===== config.mk =====
export PLATFORM = sky130hd
export DESIGN_NAME = store_buffer
export DESIGN_NICKNAME = d
export VERILOG_FILES = /design/src/rtl/store_buffer_pkg.sv /design/src/rtl/sb_fwd_select.sv /design/src/rtl/store_buffer.sv
export SDC_FILE = /design/constraint.sdc
export NUM_CORES = 1
export LEC_CHECK = 0
export ABC_AREA = 0
export CAP_MARGIN = 10
export CORE_ASPECT_RATIO = 2
export CORE_UTILIZATION = 55
export CTS_CLUSTER_DIAMETER = 40
export DETAILED_ROUTE_END_ITERATION = 10
export PLACE_DENSITY = 0.85
export SLEW_MARGIN = 20
export SYNTH_ARGS = -nofsm -noshare
export SYNTH_HDL_FRONTEND = slang
export SYNTH_SLANG_ARGS = --single-unit

===== constraint.sdc =====
create_clock -name clk -period 6.15 [get_ports clk]
set_clock_uncertainty 0.05 [all_clocks]
set_input_delay 0.9225 -clock clk [delete_from_list [all_inputs] [get_ports clk]]
set_output_delay 0.9225 -clock clk [all_outputs]
set_load 0.005 [all_outputs]

===== src/rtl/store_buffer_pkg.sv =====
// Shared types and helpers for the store buffer: the buffered entry layout,
// the default depth, and the pointer-width function.
package store_buffer_pkg;

  localparam int SB_DEFAULT_DEPTH = 4;
  localparam int SB_AW            = 32;
  localparam int SB_DW            = 32;

  // One buffered store; field widths set the AW/DW the buffer is built with.
  typedef struct packed {
    logic [SB_AW-1:0] addr;
    logic [SB_DW-1:0] data;
  } sb_entry_t;

  // Width of a head/tail pointer for a power-of-two depth.
  function automatic int sb_ptr_w(input int depth);
    return (depth < 2) ? 1 : $clog2(depth);
  endfunction

endpackage


===== src/rtl/sb_fwd_select.sv =====
// Youngest-match selection for load forwarding. Walks the ring from the head
// (oldest) towards the tail; a later match overrides an earlier one, so the
// surviving index is the youngest matching entry.
module sb_fwd_select #(
  parameter int DEPTH = 4,
  parameter int DW    = 32,
  parameter int PW    = 2
) (
  input  logic [DEPTH-1:0] match,
  input  logic [PW-1:0]    head,
  input  logic [DW-1:0]    data [DEPTH],
  output logic             hit,
  output logic [DW-1:0]    hit_data
);

  logic          any_hit;
  logic [PW-1:0] sel;
  logic [PW-1:0] idx;

  // Scan oldest to youngest; the last match seen wins.
  always_comb begin
    any_hit = 1'b0;
    sel     = '0;
    idx     = '0;
    for (int k = 0; k < DEPTH; k++) begin
      idx = head + PW'(k);
      if (match[idx]) begin
        any_hit = 1'b1;
        sel     = idx;
      end
    end
  end

  assign hit      = any_hit;
  assign hit_data = any_hit ? data[sel] : '0;

endmodule


===== src/rtl/store_buffer.sv =====
// In-order store buffer between the pipeline and the data-memory write port.
// Stores are queued as {addr, data}; the head entry drains whenever the write
// port is free. Optional load forwarding is built when STORE_BUFFER_FWD_EN
// is defined; otherwise ld_hit/ld_data are tied low.
//
// Handshake: a store is accepted on a rising edge exactly when st_valid and
// st_ready are both high; st_ready depends only on occupancy (never on drain
// in the same cycle), and a store offered while full is dropped without any
// state change.
module store_buffer
  import store_buffer_pkg::*;
#(
  parameter int DEPTH = SB_DEFAULT_DEPTH,
  parameter int AW    = SB_AW,
  parameter int DW    = SB_DW
) (
  input  logic                   clk,
  input  logic                   reset,
  input  logic                   st_valid,
  input  logic [AW-1:0]          st_addr,
  input  logic [DW-1:0]          st_data,
  output logic                   st_ready,
  input  logic [AW-1:0]          ld_addr,
  output logic                   ld_hit,
  output logic [DW-1:0]          ld_data,
  input  logic                   drain_en,
  output logic                   MemWr,
  output logic [AW-1:0]          dm_addr,
  output logic [DW-1:0]          dm_in,
  output logic [$clog2(DEPTH):0] count
);

  localparam int            PW         = sb_ptr_w(DEPTH);
  localparam int            CW         = $clog2(DEPTH) + 1;
  localparam logic [CW-1:0] FULL_COUNT = CW'(DEPTH);

  logic [PW-1:0]    head_q;
  logic [PW-1:0]    tail_q;
  logic [CW-1:0]    count_q;
  logic [DEPTH-1:0] valid_q;
  sb_entry_t        entry_q [DEPTH];

  logic push;
  logic pop;

  // Occupancy alone decides acceptance; a store into an empty buffer is not
  // visible at the write port until the following cycle.
  assign st_ready = (count_q < FULL_COUNT);
  assign push     = st_valid && st_ready;
  assign pop      = drain_en && (count_q != '0);

  assign MemWr    = pop;
  assign dm_addr  = entry_q[head_q].addr;
  assign dm_in    = entry_q[head_q].data;
  assign count    = count_q;

  // Head/tail pointers and occupancy; power-of-two depth lets pointers wrap
  // naturally.
  always_ff @(posedge clk or negedge reset) begin
    if (!reset) begin
      head_q  <= '0;
      tail_q  <= '0;
      count_q <= '0;
    end else begin
      if (push) tail_q <= tail_q + PW'(1);
      if (pop)  head_q <= head_q + PW'(1);
      case ({push, pop})
        2'b10:   count_q <= count_q + CW'(1);
        2'b01:   count_q <= count_q - CW'(1);
        default: count_q <= count_q;
      endcase
    end
  end

  // Per-entry valid bits; push and pop never target the same slot because a
  // push needs a free slot and a pop needs an occupied one.
  always_ff @(posedge clk or negedge reset) begin
    if (!reset) begin
      valid_q <= '0;
    end else begin
      if (pop)  valid_q[head_q] <= 1'b0;
      if (push) valid_q[tail_q] <= 1'b1;
    end
  end

  // Entry payload storage; contents are left as-is across reset.
  always_ff @(posedge clk) begin
    if (push) begin
      entry_q[tail_q].addr <= st_addr;
      entry_q[tail_q].data <= st_data;
    end
  end

`ifdef STORE_BUFFER_FWD_EN
  logic [DEPTH-1:0] match;
  logic [DW-1:0]    data_arr [DEPTH];
  logic             unused_ld_offset;

  // Word-address comparison against every valid entry; the byte offset is
  // ignored, and the store being pushed this cycle is not yet valid.
  for (genvar g = 0; g < DEPTH; g++) begin : g_cmp
    assign match[g]    = valid_q[g] && (entry_q[g].addr[AW-1:2] == ld_addr[AW-1:2]);
    assign data_arr[g] = entry_q[g].data;
  end

  assign unused_ld_offset = ^ld_addr[1:0];

  sb_fwd_select #(
    .DEPTH (DEPTH),
    .DW    (DW),
    .PW    (PW)
  ) u_fwd_select (
    .match    (match),
    .head     (head_q),
    .data     (data_arr),
    .hit      (ld_hit),
    .hit_data (ld_data)
  );
`else
  logic unused_fwd;

  assign ld_hit     = 1'b0;
  assign ld_data    = '0;
  assign unused_fwd = ^{ld_addr, valid_q};
`endif

endmodule


* After elaboration in Yosys (flattened, before gate mapping)
Memories as Yosys holds them, arrays and structs flattened.
Cells that the tools add are included.
** Storage, ports and cells
- Bits in read-only memories :: 0
- Memories :: 1
- Bits in writable memories :: 256
- Bits in registers :: 7
- Latch bits :: 0
- Output and inout bits :: 102
** Operators by class
- Reductions and logical operators :: 4
- Add/sub/neg operators :: 4
- Shift operators :: 0
- Order comparisons :: 1
- Eq/ne operators :: 2
- $mul :: 0
- Bitwise gates (word level) :: 0
- Muxes and demuxes :: 3
- Div/mod/pow operators :: 0
** Memories
- entry_q :: depth 4, width 64, rd ports 1, clocked after memory_dff 0, wr ports 1, line store_buffer.sv:41 : sb_entry_t entry_q [DEPTH];
** Operators with widths (count)
- case mux 3 bit (2 select lines) :: 1
- adder 2 x 1 -> 2 bit, second input constant :: 2
- adder 3 x 1 -> 3 bit, second input constant :: 1
- less-than comparator 3 bit, second input constant :: 1
- nonzero test 3 bit :: 1
- subtractor 3 x 1 -> 3 bit, second input constant :: 1
- equality test 2 x 1 -> 1 bit, second input constant :: 1
- equality test 2 bit, second input constant :: 1
- logical AND 1 bit :: 2
- 2-to-1 mux 1 bit :: 2
- nonzero test 2 bit :: 1

* Logic depth before layout (Yosys ltp)
Gate-level depths: netlist (run 1).
- Depth after elaboration :: 4
- Mapped depth :: 9
- Depth with buffers taken out :: 8

* Worst setup path before layout (run 1)
OpenSTA, ideal clock, no wires.
- Path kind :: input port to flip-flop
- Start point :: in st_valid
- End point :: mem entry_q[0][0] in the netlist's numbering, enable pin
- Arrival :: 2.799 ns
- Slack :: 2.873 ns
- Required time :: 5.671 ns
- Library setup time :: 0.429 ns
- Buffers on the path :: 1
- Stages on the path :: 3
- Cells stage by stage :: nor2b_1 -> clkbuf_1 -> and2_1
** On the way
- Cells in the longest elaborated chain, start to end :: 3
** RTL lines
- from (decl) :: line store_buffer.sv:19 : input logic st_valid,
- logical AND 1 bit :: line store_buffer.sv:49 : assign push = st_valid && st_ready;
- 2-to-1 mux 1 bit :: line store_buffer.sv:88 : if (push) begin
- 2-to-1 mux 1 bit (implied by the code) :: line store_buffer.sv:90 : entry_q[tail_q].data <= st_data;
- to (decl) :: line store_buffer.sv:41
No other way between the ends.

* Worst setup path after layout (run 1)
- Start point :: reg head_q[0]
- End point :: out dm_in[0]
** On the way
- Cells in the longest elaborated chain, start to end :: 1
** RTL lines
- from (decl) :: line store_buffer.sv:37 : logic [PW-1:0] head_q;
- from (signal assigned) :: line store_buffer.sv:66 : if (pop) head_q <= head_q + PW'(1);
- memory read (4 x 64 bit)
- to (decl) :: line store_buffer.sv:29 : output logic [DW-1:0] dm_in,
No other way between the ends.

==> impl_metrics.py, run 1 <==
metrics = {
    "worst_setup_path": {
        "worstPathArrival_ns": 3.16,
        "path_class": "flop to output port",
        "worstReg2RegEnd": "entry_q[3][0]$_DFFE_PP_",
        "cp.required_ns": 5.18,
        "path_max_fanout": 46,
        "cp_cell_sequence": "buf_4 -> mux4_2 -> clkdlybuf4s50_1",
        "startpoint_type": "flop",
        "end_kind": "output port",
        "slowest_delay_ns": 1.02,
        "r2r-start": "count[2]$_DFFE_PN0P_",
        "critPathSlowestCell": "dfrtp_4",
        "r2r_slack_ns": 3.84,
        "reg2regPathDepth": 2,
    },
    "die": {
        "die_x_um": 96.83,
        "start_util": 0.5589,
        "fp.coreArea_mm2": 0.01770,
        "ios": 202,
        "num_rows": 69,
        "dieArea_mm2": 0.01856,
        "fp.dieH_um": 191.7,
    },
    "synthesis": {
        "ys_types": 20,
        "ys_warn_count": 0,
        "synthTopCellsByArea": "edfxtp_1, mux4_2, buf_4, dfrtp_1, ha_1",
        "syn_avg_cell_area_um2": 24.36,
        "synth_enable_flop_cells": 256,
        "yosys_most_used_dff": "edfxtp_1",
        "ys_seq_area_frac": 0.7948,
        "async_reset_ff_frac": 0.02662,
        "yosysTopAreaCellShare": 0.7771,
        "yosysTopAreaCell": "edfxtp_1",
        "ys_seq_elements": 263,
        "synth_top_cells_by_count": "edfxtp_1, mux4_2, buf_4",
        "synth_area_mm2": 0.009892,
        "netlist_instances": 406,
        "yosysMostFrequentCell": "edfxtp_1",
    },
    "placement": {
        "hpwl_um": 10410,
        "numPortBuffers": 136,
        "dp.cells": 741,
        "gp_congestion": 0.7274,
    },
    "sta": {
        "tightest_slew_ns": 0.9883,
        "rsz0062_at_grt": "false",
        "drv_slew": 0,
        "finalHoldViolations": 0,
        "setup_viol": 0,
        "finalCriticalPeriod_ns": 4.134,
        "finalSetupTns_ns": 0,
        "max_freq_mhz": 241.9,
        "relSlewSlack": 0.3411,
        "finalCritPeriodShare": 0.6722,
    },
    "global_routing": {
        "grt_use_met1": 0.2133,
        "antenna_found_initial": 2,
        "grt_pass1_wl_um": 26030,
        "grt_overflow_total": 0,
        "grt_start_max_net_pins": 65,
        "grt_use_total": 0.1861,
        "busiest_layer": "met2",
        "grt_pass1_vias": 4672,
        "use_met3": 0.02438,
        "grt_use_met2": 0.3383,
    },
    "power": {
        "vdd_drop_max_uv": 451.7,
        "p_total_mw": 5.323,
        "p_per_area_mw_per_mm2": 443.0,
        "p_leak_nw": 3.931,
    },
    "routing": {
        "routedWlPerCell_um": 21.97,
        "drt-total-wl_um": 17160,
        "drc": 0,
        "final_antenna_net_count": 0,
        "drtIter0Drc": 258,
        "vias": 4349,
        "dr.pass1.iters": 4,
        "viasPerCell": 5.569,
    },
    "worst_hold_path": {
        "hold_start": "count[0]$_DFFE_PN0P_",
        "hp-class": "flop to flop",
        "whs_path_depth": 1,
        "holdPathEnd": "count[0]$_DFFE_PN0P_",
    },
    "cts": {
        "post-cts-setup-buffers": 0,
        "htreeDepth": 1,
        "cts_sinks": 263,
        "cts-root-buf": "clkbuf_16",
        "path_clk_slew_ns": 0.06,
        "post_cts_resized": 0,
        "numCtsBuffers": 22,
        "cts_tree": "done",
        "clk_path_buf_depth": 3,
        "cts_hold_buf": 0,
        "clkLatencyLatePin_ns": 0.49,
    },
    "layout": {
        "area_delta_synth_final_pct": 21.48,
        "ff_latch_area_mm2": 0.007868,
        "multi_input_area_mm2": 0.001777,
        "drive_gt1_frac": 0.1820,
        "fill_cells": 1076,
        "nets": 658,
        "final_cells": 781,
    },
    "flow_run": {
        "maxCapViolations": 0,
    },
    "run_status": {
        "status": "finished, final reports clean",
    },
}
routing by layer:
| layer | vias to the layer above | part of all wire |
|---|---|---|
| met2 | 162 | 0.56 |
| met1 | 2232 | 0.35 |
| met3 | 49 | 0.042 |
| met5 | - | 0 |
| met4 | 0 | 0.047 |
| li1 | 1906 | - |
area by class of cell:
class / instances / share of cell area
multi-input combinational: 120 / 0.1479
antenna: 2 / 0.0004165
clock inverter: 11 / 0.008955
timing repair buffer: 138 / 0.1145
inverter: 7 / 0.002187
tap: 213 / 0.02218
clock buffer: 27 / 0.04915
sequential: 263 / 0.6547
sequential cells by signal, summed over array words and instances (netlist names):
signal / flops
tail_q: 2
head_q: 2
entry_q: 256
count: 3
worst max-delay path by stage:
stage,start,cells after the start,slack (ns),to
floorplan,st_valid,3,2.87,entry_q[0][0]$_DFFE_PP_
global placement,head_q[0]$_DFFE_PN0P_,3,2.49,dm_in[0]
detailed placement,head_q[0]$_DFFE_PN0P_,3,2.43,dm_in[0]
CTS,head_q[0]$_DFFE_PN0P_,3,1.91,dm_in[0]
global route,head_q[0]$_DFFE_PN0P_,3,1.81,dm_in[0]
finish,head_q[0]$_DFFE_PN0P_,3,2.02,dm_in[0]
per-stage QoR:
step / utilization / worst slack [ns] / hold WS [ns] / area (µm²)
finish: 0.6790 / 2.016 / 0.5369 / 12020
global placement: 0.6392 / 2.486 / 0.4565 / 11310
floorplan: - / 2.873 / 0.4577 / 10010
global route: 0.6790 / 1.807 / 0.5720 / 12020
detailed placement: 0.6392 / 2.435 / 0.5151 / 11310
CTS: 0.6787 / 1.911 / 0.5427 / 12010
power by group:
part	internal, mW	switching, mW
Clock	0.767	0.582
Combinational	0.952	0.566
Sequential	2.25	0.203
Total	3.97	1.35
cell families after synthesis:
logic type | count (synthesis) | share of synthesized area
and+or+nand+nor | 8 | 0.004300
xor gates and xnor gates | 6 | 0.005312
AOI/OAI and AO/OA | 2 | 0.001391
muxes | 65 | 0.1467
buffers and inverters | 55 | 0.03871
adders and majority gates | 6 | 0.008348
other | 1 | 0.0003791
DFF | 263 | 0.7948
cells in the final DEF, fill, tap and decap left out, drive strengths merged:
cell type and n:
edfxtp 256, ha 5, nand2 2, nor2 1, o31a 1, clkdlybuf4s50 136, clkbuf 27, mux4 64
nor2b 1, inv 7, xnor2 4, buf 2, xor2 2, o21ai 1, mux2i 1, fa 1
bufinv 2, diode 2, and2 4, clkinvlp 1, clkinv 8, conb 33, dfrtp 7
critical path: cells and delay by family (launching register included):
family	cells	cell delay, ns
buf+inv	2	1.04
mux	1	0.56
flops	1	1.02
Note: power is estimated with default switching activity, not from simulation.
==> inputs of run 2 (changes only) <==
- CORE_UTILIZATION: 55 -> 51
- PLACE_DENSITY: 0.85 -> 0.79
- clock period: 6.15 -> 4.2 ns (I/O delays scaled with it)
==> run 2 against run 1 <==
Net effect:
- die area increased by 7.7%
- sequential share of layout area decreased by 0.65 points
- sequential power increased by 47%
- clock power increased by 54%
- critical path depth unchanged
==> impl_metrics.py, run 2 (synthesis gave the netlist of run 1 again) <==
metrics = {
    "worst_setup_path": {
        "worstReg2RegEnd": "entry_q[1][60]$_DFFE_PP_",
        "end_kind": "output port",
        "reg2regPathDepth": 2,
        "slowest_delay_ns": 0.80,
        "critPathSlowestCell": "dfrtp_4",
        "r2r_slack_ns": 1.95,
        "startpoint_type": "flop",
        "path_class": "flop to output port",
        "r2r-start": "count[2]$_DFFE_PN0P_",
        "cp.required_ns": 3.52,
        "worstPathArrival_ns": 2.74,
        "startpoint": "head_q[0]$_DFFE_PN0P_",
        "cp_cell_sequence": "buf_4 -> mux4_2 -> clkdlybuf4s50_1",
        "path_max_fanout": 29,
    },
    "die": {
        "num_rows": 71,
        "start_util": 0.5228,
        "ios": 202,
        "dieArea_mm2": 0.01999,
        "fp.coreArea_mm2": 0.01892,
        "fp.dieH_um": 199.0,
        "die_x_um": 100.5,
    },
    "layout": {
        "layout_common_cells": "edfxtp_1, clkdlybuf4s50_1, mux4_2, conb_1, clkbuf_16",
        "largest_reg_flops": 256,
        "nets": 658,
        "final_common_cell": "edfxtp_1",
        "final_util": 0.6416,
        "multi_input_area_mm2": 0.001777,
        "final_area_mm2": 0.01214,
        "regMostFlops": "entry_q",
        "area_delta_synth_final_pct": 22.73,
        "ff_latch_area_mm2": 0.007870,
        "drive_gt1_frac": 0.1884,
        "fill_cells": 1260,
    },
    "routing": {
        "vias": 4351,
        "drtIter0Drc": 148,
        "drc": 0,
        "dr.pass1.iters": 4,
        "viasPerCell": 5.280,
        "final_antenna_net_count": 0,
        "routedWlPerCell_um": 20.80,
        "drt-total-wl_um": 17140,
    },
    "power": {
        "p_comb_frac": 0.280,
        "clock_power_share": 0.263,
        "power_frac_seq": 0.457,
        "p_int_mw": 5.904,
        "p_per_area_mw_per_mm2": 650.3,
        "p_switching_mw": 1.991,
        "p_leak_nw": 3.954,
        "vdd_drop_max_uv": 628.3,
        "swShare": 0.2522,
    },
    "cts": {
        "numCtsBuffers": 22,
        "clk_path_buf_depth": 3,
        "htreeDepth": 1,
        "post-cts-setup-buffers": 0,
        "post_cts_resized": 0,
        "cts_hold_buf": 0,
        "clkLatencyLatePin_ns": 0.49,
        "cts-root-buf": "clkbuf_16",
        "cts_tree": "done",
        "path_clk_slew_ns": 0.07,
        "cts_sinks": 263,
    },
    "sta": {
        "finalSetupTns_ns": 0,
        "finalHoldViolations": 0,
        "setup_viol": 0,
        "max_freq_mhz": 292.8,
        "relSlewSlack": 0.3380,
        "finalCritPeriodShare": 0.8132,
        "tightest_slew_ns": 0.9929,
        "rsz0062_at_grt": "false",
        "holdWs_ns": 0.3473,
        "drv_slew": 0,
        "finalCriticalPeriod_ns": 3.415,
    },
    "worst_hold_path": {
        "hp-class": "input port to asynchronous set/reset pin",
    },
    "run_status": {
        "status": "finished, final reports clean",
    },
    "global_routing": {
        "grt_pass1_wl_um": 25990,
        "grt_pass1_vias": 4679,
        "grt_use_total": 0.1760,
        "grt_start_max_net_pins": 66,
        "antenna_found_initial": 1,
        "grt_overflow_total": 0,
    },
    "flow_run": {
        "maxCapViolations": 0,
    },
    "placement": {
        "hpwl_um": 10050,
        "place_area_mm2": 0.01138,
        "gp_congestion": 0.6935,
        "numPortBuffers": 136,
    },
}
==> run 2: routing by layer <==
| metal | up-vias | GRT usage | part of all wire |
|---|---|---|---|
| li1 | 1909 | - | - |
| met1 | 2268 | 0.2048 | 0.37 |
| met2 | 150 | 0.3265 | 0.57 |
| met3 | 24 | 0.02424 | 0.045 |
| met4 | 0 | 0.06495 | 0.023 |
| met5 | - | 0 | 0 |
==> run 2: power groups by stage <==
stage	sequential, mW	combinational, mW	clock (mW)
6_report	3.61	2.21	2.08
3_3_place_gp	3.65	2.21	0
2_1_floorplan	3.43	1.34	0
4_1_cts	3.63	2.26	2.13
5_1_grt	3.66	2.37	2.22
3_5_place_dp	3.68	2.25	0
==> run 2: worst max-delay path by stage <==
stage                                    to  slack, ns
finish                          dm_addr[30]       0.78
global route                    dm_addr[18]       0.62
CTS                             dm_addr[19]       0.70
detailed placement              dm_addr[19]       1.22
global placement                dm_addr[21]       1.24
floorplan           entry_q[0][0]$_DFFE_PP_       1.22
==> run 2: critical path: cells and delay by family (launching register included) <==
| family | cells | cell delay [ns] |
|---|---|---|
| mux | 1 | 0.53 |
| flops | 1 | 0.80 |
| buf+inv | 2 | 0.87 |
==> run 2: area by class of cell <==
type                       count  share of cell area
inverter                       7            0.002164
multi-input combinational    120              0.1463
clock inverter                10             0.01031
sequential                   263              0.6483
timing repair buffer         138              0.1144
tap                          255             0.02628
clock buffer                  30             0.05205
antenna                        1           0.0002061
==> run 2: metrics by stage <==
step	instances	setup slack, ns	power [mW]
after floorplan	438	1.215	4.770
after global placement	783	1.235	5.861
after detailed placement	783	1.223	5.935
after CTS	823	0.6953	8.023
after global routing	824	0.6158	8.249
final	824	0.7846	7.895
==> inputs of run 3 (changes only) <==
- clock period: 4.2 -> 3.15 ns (I/O delays scaled with it)
==> run 3 against run 2 <==
Net effect:
- clock power increased by 19%
- die area unchanged
- cell count increased by 0.61%
- critical path depth unchanged
- first-iteration DRC count rose by 20%
- clock-buffer cell count decreased by 3
- utilization rose by 0.24 points
- flip-flop and latch count did not move
- routed wire length is 4.0% higher
==> impl_metrics.py, run 3 (synthesis gave the netlist of run 1 again) <==
metrics = {
    "run_status": {
        "status": "finished, final reports clean",
    },
    "sta": {
        "relSlewSlack": 0.5804,
        "finalSetupTns_ns": 0,
        "finalCritPeriodShare": 0.9625,
        "finalHoldViolations": 0,
        "setup_ws_ns": 0.1183,
        "finalCriticalPeriod_ns": 3.032,
        "rsz0062_at_grt": "false",
        "setup_viol": 0,
        "max_freq_mhz": 329.8,
        "tightest_slew_ns": 0.6281,
        "drv_slew": 0,
    },
    "routing": {
        "drt-total-wl_um": 17830,
        "dr.pass1.iters": 5,
        "vias": 4425,
        "viasPerCell": 5.338,
        "routedWlPerCell_um": 21.51,
        "drc": 0,
        "drtIter0Drc": 178,
        "final_antenna_net_count": 0,
    },
    "power": {
        "p_per_area_mw_per_mm2": 851.7,
        "p_total_mw": 10.38,
        "vdd_drop_max_uv": 734.4,
        "p_leak_nw": 3.992,
    },
    "cts": {
        "cts_hold_buf": 0,
        "cts_tree": "done",
        "path_clk_slew_ns": 0.07,
        "cts-root-buf": "clkbuf_16",
        "post_cts_resized": 0,
        "clk_path_buf_depth": 3,
        "clkLatencyLatePin_ns": 0.50,
        "cts_sinks": 263,
        "numCtsBuffers": 21,
        "htreeDepth": 1,
        "post-cts-setup-buffers": 0,
    },
    "layout": {
        "largest_reg_flops": 256,
        "area_delta_synth_final_pct": 23.18,
        "layout_common_cells": "edfxtp_1, clkdlybuf4s50_1, mux4_2, conb_1, clkbuf_16",
        "multi_input_area_mm2": 0.001777,
        "final_cells": 829,
        "regMostFlops": "entry_q",
        "fill_cells": 1278,
        "final_area_mm2": 0.01219,
        "nets": 668,
        "final_common_cell": "edfxtp_1",
        "drive_gt1_frac": 0.1972,
        "ff_latch_area_mm2": 0.007870,
    },
    "placement": {
        "dp_slack_ns": 0.5215,
        "place_area_mm2": 0.01155,
        "gp_congestion": 0.6951,
        "hpwl_um": 11670,
        "numPortBuffers": 136,
        "dp.cells": 794,
    },
    "die": {
        "fp.dieH_um": 199.0,
        "dieArea_mm2": 0.01999,
        "start_util": 0.5228,
        "ios": 202,
        "fp.coreArea_mm2": 0.01892,
        "num_rows": 71,
        "die_x_um": 100.5,
    },
    "worst_setup_path": {
        "cp.required_ns": 2.63,
        "r2r_slack_ns": 1.07,
        "end_kind": "output port",
        "startpoint_type": "flop",
        "worstPathArrival_ns": 2.51,
        "endpoint": "dm_addr[4]",
        "worstReg2RegEnd": "count[1]$_DFFE_PN0P_",
        "path_max_fanout": 17,
        "startpoint": "head_q[0]$_DFFE_PN0P_",
        "path_class": "flop to output port",
        "reg2regPathDepth": 6,
        "r2r-start": "count[2]$_DFFE_PN0P_",
    },
    "global_routing": {
        "grt_pass1_vias": 4721,
        "grt_overflow_total": 0,
        "grt_use_total": 0.1825,
        "grt_pass1_wl_um": 26780,
        "grt_start_max_net_pins": 36,
        "antenna_found_initial": 0,
    },
    "flow_run": {
        "maxCapViolations": 0,
    },
    "worst_hold_path": {
        "hp-class": "input port to asynchronous set/reset pin",
    },
}
run 3: changes by cell type in the layout (fill, tap and decap cells not counted), moves of 2 or more:
cell	change
clkinvlp_4	-3
buf_12	+7
clkbuf_16	-2
buf_4	+4
clkinv_2	+4
run 3: final cells by class:
class | instances | area share
antenna | 1 | 0.0002054
clock buffer | 27 | 0.04662
clock inverter | 7 | 0.005237
inverter | 7 | 0.002156
multi-input combinational | 120 | 0.1458
sequential | 263 | 0.6459
tap | 255 | 0.02618
timing repair buffer | 149 | 0.1279
run 3: worst min path at each step:
stage,to,start,cells after the start,slack (ns)
final,head_q[1]$_DFFE_PN0P_,reset,1,0.20
after CTS,head_q[1]$_DFFE_PN0P_,reset,1,0.19
after floorplan,count[0]$_DFFE_PN0P_,reset,0,0.13
after detailed placement,count[0]$_DFFE_PN0P_,count[0]$_DFFE_PN0P_,1,0.48
after global routing,head_q[1]$_DFFE_PN0P_,reset,1,0.19
after global placement,count[0]$_DFFE_PN0P_,count[0]$_DFFE_PN0P_,1,0.46
run 3: power by group:
group | switching, mW | internal (mW) | total, mW
clock | 1.11 | 1.35 | 2.47
combinational | 1.25 | 1.98 | 3.23
sequential | 0.291 | 4.39 | 4.68
run 3: metal layers:
| metal | routed length [µm] | track usage | part of all wire |
|---|---|---|---|
| met2 | 10370 | 0.3465 | 0.58 |
| met5 | 0 | 0 | 0 |
| met4 | 446 | 0.07139 | 0.025 |
| met1 | 6304 | 0.2021 | 0.35 |
| met3 | 714 | 0.02530 | 0.040 |
run 3: worst max-delay path, cell delays in order, from the launching register on:
cell and delay (ns):
dfrtp_4 0.67, buf_4 0.29, mux4_2 0.53, clkdlybuf4s50_1 0.50
run 3: per-stage QoR:
step / utilization / hold WS (ns)
5_1_grt: 0.6439 / 0.1891
3_5_place_dp: 0.6105 / 0.4752
2_1_floorplan: - / 0.1269
3_3_place_gp: 0.6105 / 0.4583
4_1_cts: 0.6439 / 0.1869
6_report: 0.6440 / 0.1976
